**src/rtl/regbank_wb_ctrl_if.sv**
```systemverilog
// Write-back port bundle: requester handshakes, scoreboard reserve/check ports
// and the register bank write port.
interface regbank_wb_ctrl_if #(
  parameter int NUMREGS   = 32,
  parameter int DATAWIDTH = 32,
  parameter int NUMREQ    = 2
);
  localparam int AW = $clog2(NUMREGS);

  logic [NUMREQ-1:0]           req_valid_i;
  logic [NUMREQ-1:0]           req_ready_o;
  logic [NUMREQ*AW-1:0]        req_addr_i;
  logic [NUMREQ*DATAWIDTH-1:0] req_data_i;
  logic                        rsv_i;
  logic [AW-1:0]               rsv_addr_i;
  logic                        rsv_conflict_o;
  logic [AW-1:0]               chk_a_addr_i;
  logic [AW-1:0]               chk_b_addr_i;
  logic                        busy_a_o;
  logic                        busy_b_o;
  logic                        we_o;
  logic [AW-1:0]               waddr_o;
  logic [DATAWIDTH-1:0]        wdata_o;

  modport master (
    output req_valid_i, req_addr_i, req_data_i, rsv_i, rsv_addr_i,
           chk_a_addr_i, chk_b_addr_i,
    input  req_ready_o, rsv_conflict_o, busy_a_o, busy_b_o, we_o, waddr_o, wdata_o
  );

  modport slave (
    input  req_valid_i, req_addr_i, req_data_i, rsv_i, rsv_addr_i,
           chk_a_addr_i, chk_b_addr_i,
    output req_ready_o, rsv_conflict_o, busy_a_o, busy_b_o, we_o, waddr_o, wdata_o
  );
endinterface

```
**src/rtl/regbank_wb_ctrl.sv**
```systemverilog
// Write-back controller: round-robin arbitration of write-back requesters onto the
// single bank write port, plus a busy scoreboard for read-after-write stalls.
module regbank_wb_ctrl #(
  parameter int NUMREGS      = 32,
  parameter int DATAWIDTH    = 32,
  parameter int NUMREQ       = 2,
  parameter bit R0_HARDWIRED = 1'b1
) (
  input logic              clk_i,
  input logic              rst_ni,
  regbank_wb_ctrl_if.slave bus
);
  localparam int AW = $clog2(NUMREGS);
  localparam int PW = (NUMREQ > 1) ? $clog2(NUMREQ) : 1;

  logic [PW-1:0]        ptr_q, ptr_d;
  logic [NUMREGS-1:0]   busy_q, busy_d;
  logic [NUMREQ-1:0]    grant;
  logic                 acc;
  logic [AW-1:0]        acc_addr;
  logic [DATAWIDTH-1:0] acc_data;
  logic                 acc_drop;
  logic                 rsv_en;
  logic                 conflict_d;
  logic                 we_q, conflict_q;
  logic [AW-1:0]        waddr_q;
  logic [DATAWIDTH-1:0] wdata_q;

  // First pass searches ptr..NUMREQ-1; if empty, the second pass takes the
  // lowest valid index, which is the wrap-around continuation.
  always_comb begin
    grant    = '0;
    acc      = 1'b0;
    acc_addr = '0;
    acc_data = '0;
    ptr_d    = ptr_q;
    for (int k = 0; k < NUMREQ; k++) begin
      if (!acc && bus.req_valid_i[k] && (PW'(k) >= ptr_q)) begin
        acc      = 1'b1;
        grant[k] = 1'b1;
        acc_addr = bus.req_addr_i[k*AW +: AW];
        acc_data = bus.req_data_i[k*DATAWIDTH +: DATAWIDTH];
        ptr_d    = PW'((k + 1) % NUMREQ);
      end
    end
    for (int k = 0; k < NUMREQ; k++) begin
      if (!acc && bus.req_valid_i[k]) begin
        acc      = 1'b1;
        grant[k] = 1'b1;
        acc_addr = bus.req_addr_i[k*AW +: AW];
        acc_data = bus.req_data_i[k*DATAWIDTH +: DATAWIDTH];
        ptr_d    = PW'((k + 1) % NUMREQ);
      end
    end
    if (!rst_ni) begin
      grant = '0;
      acc   = 1'b0;
    end
  end

  assign acc_drop = R0_HARDWIRED && (acc_addr == '0);
  assign rsv_en   = bus.rsv_i && !(R0_HARDWIRED && (bus.rsv_addr_i == '0));

  // A reservation on the same edge as the completing write is a new producer,
  // so set wins over clear and no conflict is flagged.
  always_comb begin
    busy_d = busy_q;
    if (acc)
      busy_d[acc_addr] = 1'b0;
    if (rsv_en)
      busy_d[bus.rsv_addr_i] = 1'b1;
    if (R0_HARDWIRED)
      busy_d[0] = 1'b0;
  end

  assign conflict_d = rsv_en && busy_q[bus.rsv_addr_i] &&
                      !(acc && (acc_addr == bus.rsv_addr_i));

  always_ff @(posedge clk_i or negedge rst_ni) begin
    if (!rst_ni) begin
      ptr_q      <= '0;
      busy_q     <= '0;
      we_q       <= 1'b0;
      waddr_q    <= '0;
      wdata_q    <= '0;
      conflict_q <= 1'b0;
    end else begin
      ptr_q      <= ptr_d;
      busy_q     <= busy_d;
      conflict_q <= conflict_d;
      we_q       <= acc && !acc_drop;
      if (acc) begin
        waddr_q <= acc_addr;
        wdata_q <= acc_data;
      end
    end
  end

  assign bus.req_ready_o    = grant;
  assign bus.we_o           = we_q;
  assign bus.waddr_o        = waddr_q;
  assign bus.wdata_o        = wdata_q;
  assign bus.rsv_conflict_o = conflict_q;
  assign bus.busy_a_o       = rst_ni && busy_q[bus.chk_a_addr_i];
  assign bus.busy_b_o       = rst_ni && busy_q[bus.chk_b_addr_i];
endmodule

```
**src/flat_wrapper.sv**
```systemverilog
// flat-port wrapper written by rule: the top's interface ports become plain ports
module regbank_wb_ctrl_flat 
#(
  parameter int NUMREGS      = 32,
  parameter int DATAWIDTH    = 32,
  parameter int NUMREQ       = 2,
  parameter bit R0_HARDWIRED = 1'b1
)
  (clk_i, rst_ni, bus_req_valid_i, bus_req_addr_i, bus_req_data_i, bus_rsv_i, bus_rsv_addr_i, bus_chk_a_addr_i, bus_chk_b_addr_i, bus_req_ready_o, bus_rsv_conflict_o, bus_busy_a_o, bus_busy_b_o, bus_we_o, bus_waddr_o, bus_wdata_o);
  regbank_wb_ctrl_if #(.NUMREGS(NUMREGS), .DATAWIDTH(DATAWIDTH), .NUMREQ(NUMREQ)) bus_i ();
  input logic clk_i;
  input logic rst_ni;
  input wire logic [$bits(bus_i.req_valid_i)-1:0] bus_req_valid_i;
  input wire logic [$bits(bus_i.req_addr_i)-1:0] bus_req_addr_i;
  input wire logic [$bits(bus_i.req_data_i)-1:0] bus_req_data_i;
  input wire logic [$bits(bus_i.rsv_i)-1:0] bus_rsv_i;
  input wire logic [$bits(bus_i.rsv_addr_i)-1:0] bus_rsv_addr_i;
  input wire logic [$bits(bus_i.chk_a_addr_i)-1:0] bus_chk_a_addr_i;
  input wire logic [$bits(bus_i.chk_b_addr_i)-1:0] bus_chk_b_addr_i;
  output wire logic [$bits(bus_i.req_ready_o)-1:0] bus_req_ready_o;
  output wire logic [$bits(bus_i.rsv_conflict_o)-1:0] bus_rsv_conflict_o;
  output wire logic [$bits(bus_i.busy_a_o)-1:0] bus_busy_a_o;
  output wire logic [$bits(bus_i.busy_b_o)-1:0] bus_busy_b_o;
  output wire logic [$bits(bus_i.we_o)-1:0] bus_we_o;
  output wire logic [$bits(bus_i.waddr_o)-1:0] bus_waddr_o;
  output wire logic [$bits(bus_i.wdata_o)-1:0] bus_wdata_o;
  assign bus_i.req_valid_i = bus_req_valid_i;
  assign bus_i.req_addr_i = bus_req_addr_i;
  assign bus_i.req_data_i = bus_req_data_i;
  assign bus_i.rsv_i = bus_rsv_i;
  assign bus_i.rsv_addr_i = bus_rsv_addr_i;
  assign bus_i.chk_a_addr_i = bus_chk_a_addr_i;
  assign bus_i.chk_b_addr_i = bus_chk_b_addr_i;
  assign bus_req_ready_o = bus_i.req_ready_o;
  assign bus_rsv_conflict_o = bus_i.rsv_conflict_o;
  assign bus_busy_a_o = bus_i.busy_a_o;
  assign bus_busy_b_o = bus_i.busy_b_o;
  assign bus_we_o = bus_i.we_o;
  assign bus_waddr_o = bus_i.waddr_o;
  assign bus_wdata_o = bus_i.wdata_o;
  regbank_wb_ctrl #(.NUMREGS(NUMREGS), .DATAWIDTH(DATAWIDTH), .NUMREQ(NUMREQ), .R0_HARDWIRED(R0_HARDWIRED)) u_core (.clk_i(clk_i), .rst_ni(rst_ni), .bus(bus_i));
endmodule
```
**config.mk**
```make
export PLATFORM = sky130hd
export DESIGN_NAME = regbank_wb_ctrl_flat
export DESIGN_NICKNAME = d
export VERILOG_FILES = /design/src/rtl/regbank_wb_ctrl_if.sv /design/src/rtl/regbank_wb_ctrl.sv /design/src/flat_wrapper.sv
export SDC_FILE = /design/constraint.sdc
export NUM_CORES = 1
export LEC_CHECK = 0
export ABC_AREA = 1
export BUFFER_PORTS_ARGS = -buffer_cell sky130_fd_sc_hd__buf_2
export CORE_MARGIN = 3
export CORE_UTILIZATION = 37
export CTS_CLUSTER_SIZE = 28
export DETAILED_ROUTE_END_ITERATION = 8
export GPL_ROUTABILITY_DRIVEN = 0
export GPL_TIMING_DRIVEN = 0
export PLACE_DENSITY = 0.61
export SLEW_MARGIN = 5
export SYNTH_ARGS = -nofsm -noshare
export SYNTH_HDL_FRONTEND = slang
export SYNTH_SLANG_ARGS = --single-unit
```
**constraint.sdc**
```tcl
create_clock -name clk_i -period 1.4 [get_ports clk_i]
set_input_delay 0.28 -clock clk_i [delete_from_list [all_inputs] [get_ports clk_i]]
set_output_delay 0.28 -clock clk_i [all_outputs]
set_load 0.02 [all_outputs]
```
# Word-level counts from Yosys, hierarchy flattened

Index checks and enable logic that the tools add are counted.

Register bits: 71
Input bits: 94
Output and inout port bits: 43

Magnitude comparators: 8
Equality and inequality tests: 1
Muxes and demuxes: 33
Bitwise logic cells: 3
Reduce and logical (&&, ||, !) cells: 23

Operators by type and width:

| cell                                                                         | number |
|---|---|
| 32-bit 2-to-1 mux                                                            | 6 |
| 32-bit AND                                                                   | 1 |
| 32-bit inverter                                                              | 1 |
| 32-bit bitwise OR                                                            | 1 |
| 5-bit by 6-bit less-than comparator with 1-bit output, second input constant | 4 |
| 5-bit 2-to-1 mux                                                             | 4 |
| 1-bit 2-to-1 mux                                                             | 17 |
| 1-bit binary-select mux with 5-bit select                                    | 3 |
| 1-bit logical AND                                                            | 14 |
| 1-bit demux with 5-bit select                                                | 2 |
| 5-bit by 1-bit >= comparator with 1-bit output, second input constant        | 2 |
| 5-bit logical NOT                                                            | 2 |
| 1-bit logical NOT                                                            | 6 |
| 5-bit == test                                                                | 1 |
| 4-bit nonzero test                                                           | 1 |
| 1-bit >= comparator, first input constant                                    | 2 |
| 2-bit 2-to-1 mux                                                             | 1 |

# Depth between registers and ports, before layout

Gate-level depths: netlist (run 1).

Depth after elaboration: 22
Gate-level depth with buffers: 13
Mapped depth without buffers: 11

# Worst setup path after synthesis (run 1)

OpenSTA, ideal clock, no wires.

Kind: input to output
Start: input bus_chk_b_addr_i[1]
End: output bus_busy_b_o
Arrival: 1.273 ns
Required time: 1.120 ns
Slack: -0.153 ns
Stages: 9
Cells stage by stage: buf_2 clkinv_1 nor2_1 nand2_1 nand3_1 nand3_1 nand2_1 nor2_1 nor2_1

Word-level cells in the longest chain between the ends: 3

Ends and longest elaborated chain:

| what                                      | RTL line               | source |
|---|---|---|
| from (decl)                               | flat_wrapper.sv:19     | `input wire logic [$bits(bus_i.chk_b_addr_i)-1:0] bus_chk_b_addr_i;` |
| 1-bit binary-select mux with 5-bit select | regbank_wb_ctrl.sv:105 | `assign bus.busy_b_o = rst_ni && busy_q[bus.chk_b_addr_i];` |
| 1-bit 2-to-1 mux (implied by the code)    | regbank_wb_ctrl.sv:105 |  |
| 1-bit logical AND                         | regbank_wb_ctrl.sv:105 |  |
| to (decl)                                 | flat_wrapper.sv:23     | `output wire logic [$bits(bus_i.busy_b_o)-1:0] bus_busy_b_o;` |

Every way passes these cells. The select of a mux whose other input is x is not followed.

# Final worst setup path (run 1)

Start: register u_core.busy_q[24]
End: output bus_busy_a_o

Word-level cells in the longest chain between the ends: 3

Ends and longest elaborated chain:

| what                                      | RTL line               | source |
|---|---|---|
| from (decl)                               | regbank_wb_ctrl.sv:17  | `logic [NUMREGS-1:0] busy_q, busy_d;` |
| from (signal assigned)                    | regbank_wb_ctrl.sv:89  | `busy_q <= busy_d;` |
| 1-bit binary-select mux with 5-bit select | regbank_wb_ctrl.sv:104 | `assign bus.busy_a_o = rst_ni && busy_q[bus.chk_a_addr_i];` |
| 1-bit 2-to-1 mux (implied by the code)    | regbank_wb_ctrl.sv:104 |  |
| 1-bit logical AND                         | regbank_wb_ctrl.sv:104 |  |
| to (decl)                                 | flat_wrapper.sv:22     | `output wire logic [$bits(bus_i.busy_a_o)-1:0] bus_busy_a_o;` |

Every way passes these cells. The select of a mux whose other input is x is not followed.

==> metrics.md, run 1 <==
| Metric | Value |
|---|---|
| Outcome | finished, violations left |
| Failing checks | negative setup slack |
| RSZ-0062 raised after global routing | true |
| Skew final | 0.00520 ns |
| Worst-path clk slew | 0.06 ns |
| Hold Crit Class | input port to async pin |
| Horiz. Die Dim | 116 um |
| Crit Path Max Fanout | 2 |
| Worst Setup Path Type | flip-flop to output port |
| 1st-iter DRT viols | 430 |
| Pleak | 3.51 nW |
| Final wirelength | 16.9 mm |
| Vias in the first global route | 5,210 |
| GRT Total Usage | 24.5% |
| Crit. End Element | output port |
| Count leader, synth | nand2_1 |
| Setup crit end | bus_busy_a_o |
| Fin. Hold Viols | 0 |
| Longest Clk Path Bufs | 2 |
| Post-Synthesis Cell Area | 4460 um2 |
| Period utilisation layout | 130% |
| Nets | 945 |
| Port-buffer cells | 131 |
| Final max-slew violation count | 0 |
| Flop-to-flop setup slack | -0.18 ns |
| Global-route congestion overflow total | 0 |
| Synth cell count leaders | nand2_1 (219), o21ai_0 (102), nand3_1 (87) |
| Global-route wire length before repair | 25.9 mm |
| Sequential share of the synthesized area | 39.8% |
| DRC Markers | 0 |
| P&R area growth vs syn | 55.6% |
| Top post-synthesis cells by area | dfrtp_1 (40%), nand2_1 (18%), o21ai_0 (11%) |
| Die height | 116 um |
| Drt pass-1 iters | 7 |
| CTS Sinks | 71 |
| Least-Margin Pin Slew | 0.733 ns |
| Final core occ | 59.8% |
| PD cells | 1190 nW/um2 |
| Clock tree root buffer cell | clkbuf_16 |
| Largest net degree at the start of global routing | 34 |
| Synth unique cells | 26 |
| Worst skew pair latency | 0.34 ns |
| Final setup margin | -0.422 ns |
| Io pins | 137 |
| Setup crit start kind | flip-flop |
| Worst VDD drop | 0.000659 V |
| Final instance area | 6940 um2 |
| Synth Flop Type | dfrtp_1 |
| Core Box Area | 11,600 um2 |
| Hpwl dp | 11.4 mm |
| Number of routed nets with antenna violations | 0 |
| Yosys top cell by area | dfrtp_1 |
| DIE AREA | 13,400 um2 |
| Mean Syn Cell Area | 6.71 um2 |
| Launch point of the worst path | u_core.busy_q[24] |
| FFs w/ async S/R, synth | 100% |
| Final setup viols | 62 |
| Row count | 39 |
| DP Area | 5340 um2 |
| Crit path DAT | 1.54 ns |
| Syn Inst Count | 665 |
| R2r worst-path depth | 10 |
| Vias per cell | 5.29 |
| Share of post-route cells with drive strength above 1 | 42.1% |
| Initial antenna violation count | 2 |
| Initial Util | 38.4% |
| RR Startpoint | u_core.ptr_q |
| Num CTS Buffers | 9 |
| WL per Instance | 16.9 um |
| Shortest period the worst path allows | 1.82 ns |
| Number of synthesized flops with an enable pin | 0 |
| Worst EP required | 1.12 ns |
| DR vias | 5,285 |
| Max Freq | 549 MHz |
| CTS tree | built |
| CTS H-tree lvls | 3 |
| YS warnings | 0 |
| Syn_nets | 759 |
| Max_cap viols | 0 |
| Max_slew headroom | 51.0% |
| Yosys reg bits | 71 |
| Top-area cell type share of the netlist area | 39.8% |
| Worst reg2reg endpoint | u_core.busy_q[11] |
==> how the worst min path moves through the flow <==
| stage | startpoint | endpoint | slack [ns] | cells past startpoint |
|---|---|---|---|---|
| final | rst_ni | u_core.bus.wdata_o[20] | 0.07 | 2 |
| after CTS | rst_ni | u_core.bus.wdata_o[20] | 0.07 | 2 |
| after floorplan | rst_ni | u_core.bus.rsv_conflict_o | -0.02 | 0 |
| after global placement | u_core.bus.waddr_o[3] | u_core.bus.waddr_o[3] | 0.47 | 2 |
| after detailed placement | rst_ni | u_core.busy_q[13] | 0.12 | 1 |
| after global routing | rst_ni | u_core.bus.wdata_o[20] | 0.07 | 2 |
==> state kept, by name (all words and copies together), names as in the netlist <==
register	count
u_core.bus.wdata_o	32
u_core.busy_q	31
u_core.bus.waddr_o	5
u_core.bus.rsv_conflict_o	1
u_core.bus.we_o	1
u_core.ptr_q	1
==> per-stage QoR <==
step / setup TNS, ns / cells / worst slack [ns] / power (mW) / hold slack [ns]
after floorplan: -0.00146 / 665 / -0.00146 / 4.11 / -0.0156
after global placement: -128.49 / 939 / -1.49 / 4.85 / 0.473
after detailed placement: -25.99 / 940 / -0.520 / 4.91 / 0.120
after CTS: -5.18 / 980 / -0.432 / 7.84 / 0.0679
after global routing: -11.45 / 1000 / -0.487 / 8.75 / 0.0717
final: -6.74 / 1000 / -0.422 / 8.29 / 0.0685
==> kinds of logic (layout without fill, tap and decap cells) <==
family | Yosys count | after routing | share of synthesized area [%]
and+or+nand+nor | 359 | 359 | 35.4
other | 0 | 1 | 0
DFF | 71 | 71 | 39.8
AOI/OAI and AO/OA | 121 | 121 | 14.3
buffers and inverters | 114 | 305 | 10.5
==> worst max-delay path: stages, from the launching register on <==
cell and delay, ns:
dfrtp_1 0.41, buf_6 0.13, o211ai_1 0.15, nand3_1 0.09
nand3_1 0.09, nand2_1 0.07, nor2_2 0.09, nor2_2 0.05
buf_6 0.12
==> layer usage <==
layer / GRT usage (%) / wire, um / up-vias
met5: 0 / 13 / -
met4: 10.4 / 638 / 2
met3: 6.58 / 1400 / 62
met2: 41.8 / 8260 / 262
met1: 29.0 / 6610 / 2435
li1: - / - / 2524
==> power by group <==
group | internal, mW | total [mW] | switching [mW] | leakage [nW]
clock network | 1.61 | 2.50 | 0.892 | 0.156
registers | 2.48 | 2.88 | 0.396 | 0.839
logic | 1.20 | 2.91 | 1.71 | 2.52
==> timing repair <==
| action | 4_1_cts | 5_1_grt |
|---|---|---|
| setup endpoints to repair | 67 | 70 |
| resized for setup | 169 | 138 |
| hold buffers | 2 | 0 |
| buffers inserted | 19 | 16 |
| gates cloned | 3 | 3 |
| endpoints found under the hold margin | 8 | 0 |
| pin swaps | 41 | 37 |
==> placed cells by master, fill, tap and decap left out, drive strengths merged, types with 2 or more instances in the layout <==
master         n
nor2          25
buf          188
dfrtp         71
clkinv         7
nand3         94
nor3           8
bufinv         2
bufbuf         2
o21ai        110
o211ai         7
a21oi          4
dlygate4sd3    2
nand2        231
inv           83
clkbuf        20
==> cell type report <==
| cell class | count | area (um2) |
|---|---|---|
| multi-input combinational | 480 | 2930 |
| timing repair buffer | 175 | 1160 |
| fill | 1043 | 4670 |
| buffer | 26 | 200 |
| clock inverter | 5 | 81.3 |
| antenna | 1 | 2.50 |
| inverter | 88 | 377 |
| sequential | 71 | 1780 |
| tap | 143 | 179 |
| clock buffer | 11 | 243 |
Power figures use the tool's default switching activity.
==> run 2: changes to the inputs <==
- CORE_ASPECT_RATIO: unset -> 0.7
==> run 2 against run 1 <==
  * Power decreased by 1.1%
  * Register-to-register slack got worse by 0.03 ns
  * Routed wire length rose by 5.2%
  * Clock power shrank 6%
  * The run ends with negative hold slack, negative setup slack left
  * First-iteration DRC count rose by 26%
  * Highest routed layer is now met4
  * Sequential power about the same
  * Combinational power increased by 2%
  * Maximum frequency about the same
  * Count of clock-buffer cells in the layout is 1 higher
  * Sequential cell count is the same
  * Die area rose by 0.16%
  * Worst setup slack about the same
==> metrics.md, run 2 (synthesis results as in run 1) <==
| Metric | Value |
|---|---|
| 1st-iter DRT viols | 540 (+26%) |
| CTS Sinks | 71 (unchanged) |
| Period utilisation layout | 130% (about the same) |
| Worst-path clk slew | 0.06 ns (about the same) |
| Int Pwr | 5.13 mW (-2.9%) |
| Port-buffer cells | 131 (unchanged) |
| Vias per cell | 5.39 (+2.0%) |
| Uppermost routed layer | met4 |
| Crit. End Element | output port |
| Worst EP required | 1.12 ns (about the same) |
| WL per Instance | 17.8 um (+5.2%) |
| Most frequent cells in the layout | nand2_1 (168), buf_2 (133), dfrtp_1 (70) |
| Switching share of power | 37.4% (+1.2 points) |
| Worst skew pair latency | 0.34 ns (about the same) |
| Sequential power share | 35.4% (+0.7 points) |
| Final max-slew violation count | 0 (unchanged) |
| Final wirelength | 17.8 mm (+5.2%) |
| Setup crit start kind | flip-flop |
| Largest net degree at the start of global routing | 45 (+32%) |
| Horiz. Die Dim | 137 um (+19%) |
| Max_slew headroom | 55.8% (+4.9 points) |
| Crit Path Max Fanout | 3 (+1) |
| RSZ-0062 raised after global routing | true |
| Num CTS Buffers | 9 (unchanged) |
| Global-route wire length before repair | 26.2 mm (+1.0%) |
| Die height | 97.9 um (-15%) |
| P&R area growth vs syn | 60.1% |
| CP Buf/Inv Count | 2 (unchanged) |
| DRC Markers | 0 (unchanged) |
| NetSw | 3.06 mW (+2.1%) |
| Commonest non-fill, non-tap cell in the layout | nand2_1 |
| Metal-1 WL | 7.40 mm (+12%) |
| Crit path largest cell delay | 0.39 ns (-0.02 ns) |
| Least-Margin Pin Slew | 0.662 ns (-0.0706 ns) |
| Longest Clk Path Bufs | 2 (unchanged) |
| Critical path cell sequence | buf_4 > o211ai_1 > nand3_1 > nand3_1 > nand2_1 > nor2_2 > nor2_2 > buf_6 |
| Pleak | 3.61 nW (+2.6%) |
| Clock tree root buffer cell | clkbuf_16 |
| TNS Setup | -8.71 ns (-1.98 ns) |
| WL met3 | 1.62 mm (+15%) |
| Final setup viols | 70 (+13%) |
| Worst Setup Path Type | flip-flop to output port |
| Largest register FFs | 32 (unchanged) |
| Global-route congestion overflow total | 0 (unchanged) |
| DP Area | 5350 um2 (+0.23%) |
| Fin. Hold Viols | 43 (+43) |
| Io pins | 137 (unchanged) |
| Skew final | 0.00614 ns (+0.000937 ns) |
| Clock network fraction of total power | 28.5% (-1.7 points) |
| Shortest period the worst path allows | 1.82 ns (+0.000169 ns) |
| Initial antenna violation count | 0 (-2) |
| Cell family with most CP delay | flip-flops |
| PD cells | 1150 nW/um2 (-3.8%) |
| Outcome | finished, violations left |
| Initial Util | 39.2% (+0.82 points) |
| Number of routed nets with antenna violations | 0 (unchanged) |
| GRT Total Usage | 24.6% (+0.11 points) |
| Failing checks | negative hold slack, negative setup slack |
| CTS tree | built |
| DR vias | 5,389 (+2.0%) |
| Share of post-route cells with drive strength above 1 | 46.4% (+4.3 points) |
| Hold Crit Class | input port to async pin |
| CTS H-tree lvls | 3 (unchanged) |
| Hold WS | -0.0622 ns (-0.131 ns) |
| Hpwl dp | 11.6 mm (+1.4%) |
| Row count | 32 (-18%) |
| Final setup margin | -0.423 ns (-0.000169 ns) |
| Drt pass-1 iters | 8 (+1) |
| CP max-delay cell | dfrtp_1 |
| Worst VDD drop | 0.000741 V (+12%) |
| Met2 WL | 8.32 mm (+0.76%) |
| Crit path DAT | 1.54 ns (about the same) |
| DIE AREA | 13,400 um2 (+0.16%) |
| Antenna cells | 0 (-1) |
| Max Freq | 549 MHz (about the same) |
| Post-CTS Hold Buffers | 2 (unchanged) |
| Vias in the first global route | 5,111 (-1.9%) |
| Core Box Area | 11,400 um2 (-2.1%) |
| Final instance area | 7140 um2 (+2.8%) |
| Nets | 937 (-0.85%) |
| Comb pwr share | 36.1% (+0.9 points) |
| Max_cap viols | 0 (unchanged) |
[run 2: timing repair]
item | CTS | global route
buffers inserted | 20 | 12
hold endpoints to repair | 28 | 43
resized for setup | 221 | 164
gates cloned | 4 | 1
setup endpoints to repair | 64 | 70
pin swaps | 60 | 52
[run 2: power groups by stage]
stage | Sequential (mW) | Clock (mW) | Combinational [mW]
finish | 2.90 | 2.34 | 2.96
global route | 2.95 | 2.46 | 3.23
CTS | 2.83 | 2.34 | 2.51
detailed placement | 2.85 | 0 | 2.05
global placement | 2.85 | 0 | 1.99
floorplan | 2.95 | 0 | 1.16
[run 2: routing by layer]
| metal | vias up | track usage (%) |
|---|---|---|
| met2 | 273 | 36.7 |
| met4 | 0 | 6.13 |
| met5 | - | 0 |
| met3 | 43 | 5.66 |
| li1 | 2502 | - |
| met1 | 2571 | 36.0 |
[run 2: area by class of cell]
| class | count | area (um2) |
|---|---|---|
| Multi-Input combinational cell | 480 | 3160 |
| Fill cell | 964 | 4230 |
| Timing Repair Buffer | 167 | 1120 |
| Sequential cell | 71 | 1780 |
| Tap cell | 153 | 191 |
| Inverter | 88 | 367 |
| Clock inverter | 3 | 42.5 |
| Clock buffer | 12 | 256 |
| Buffer | 26 | 218 |
[run 2: final timing paths]
kind | slack, ns | depth (start not counted) | start | endpoint
max | -0.42 | 8 | u_core.busy_q[24] | bus_busy_a_o
min | -0.06 | 2 | rst_ni | u_core.bus.wdata_o[15]
max reg2reg | -0.21 | 9 | u_core.ptr_q | u_core.busy_q[23]
min reg2reg | 0.48 | 2 | u_core.bus.wdata_o[22] | u_core.bus.wdata_o[22]
max in group asynchronous | 1.22 | 3 | rst_ni | u_core.busy_q[7]
min in group clk_i | 0.24 | 5 | bus_req_data_i[13] | u_core.bus.wdata_o[13]
[run 2: per-stage QoR]
stage | cells | worst slack (ns) | hold slack (ns) | power (mW) | util, %
floorplan | 665 | -0.00146 | -0.0156 | 4.11 | -
global placement | 949 | -1.49 | 0.475 | 4.83 | 46.8
detailed placement | 950 | -0.453 | 0.260 | 4.90 | 47.1
finish | 1000 | -0.423 | -0.0622 | 8.20 | 62.8
CTS | 991 | -0.445 | -0.0410 | 7.68 | 56.4
global route | 1000 | -0.521 | -0.0423 | 8.64 | 62.8
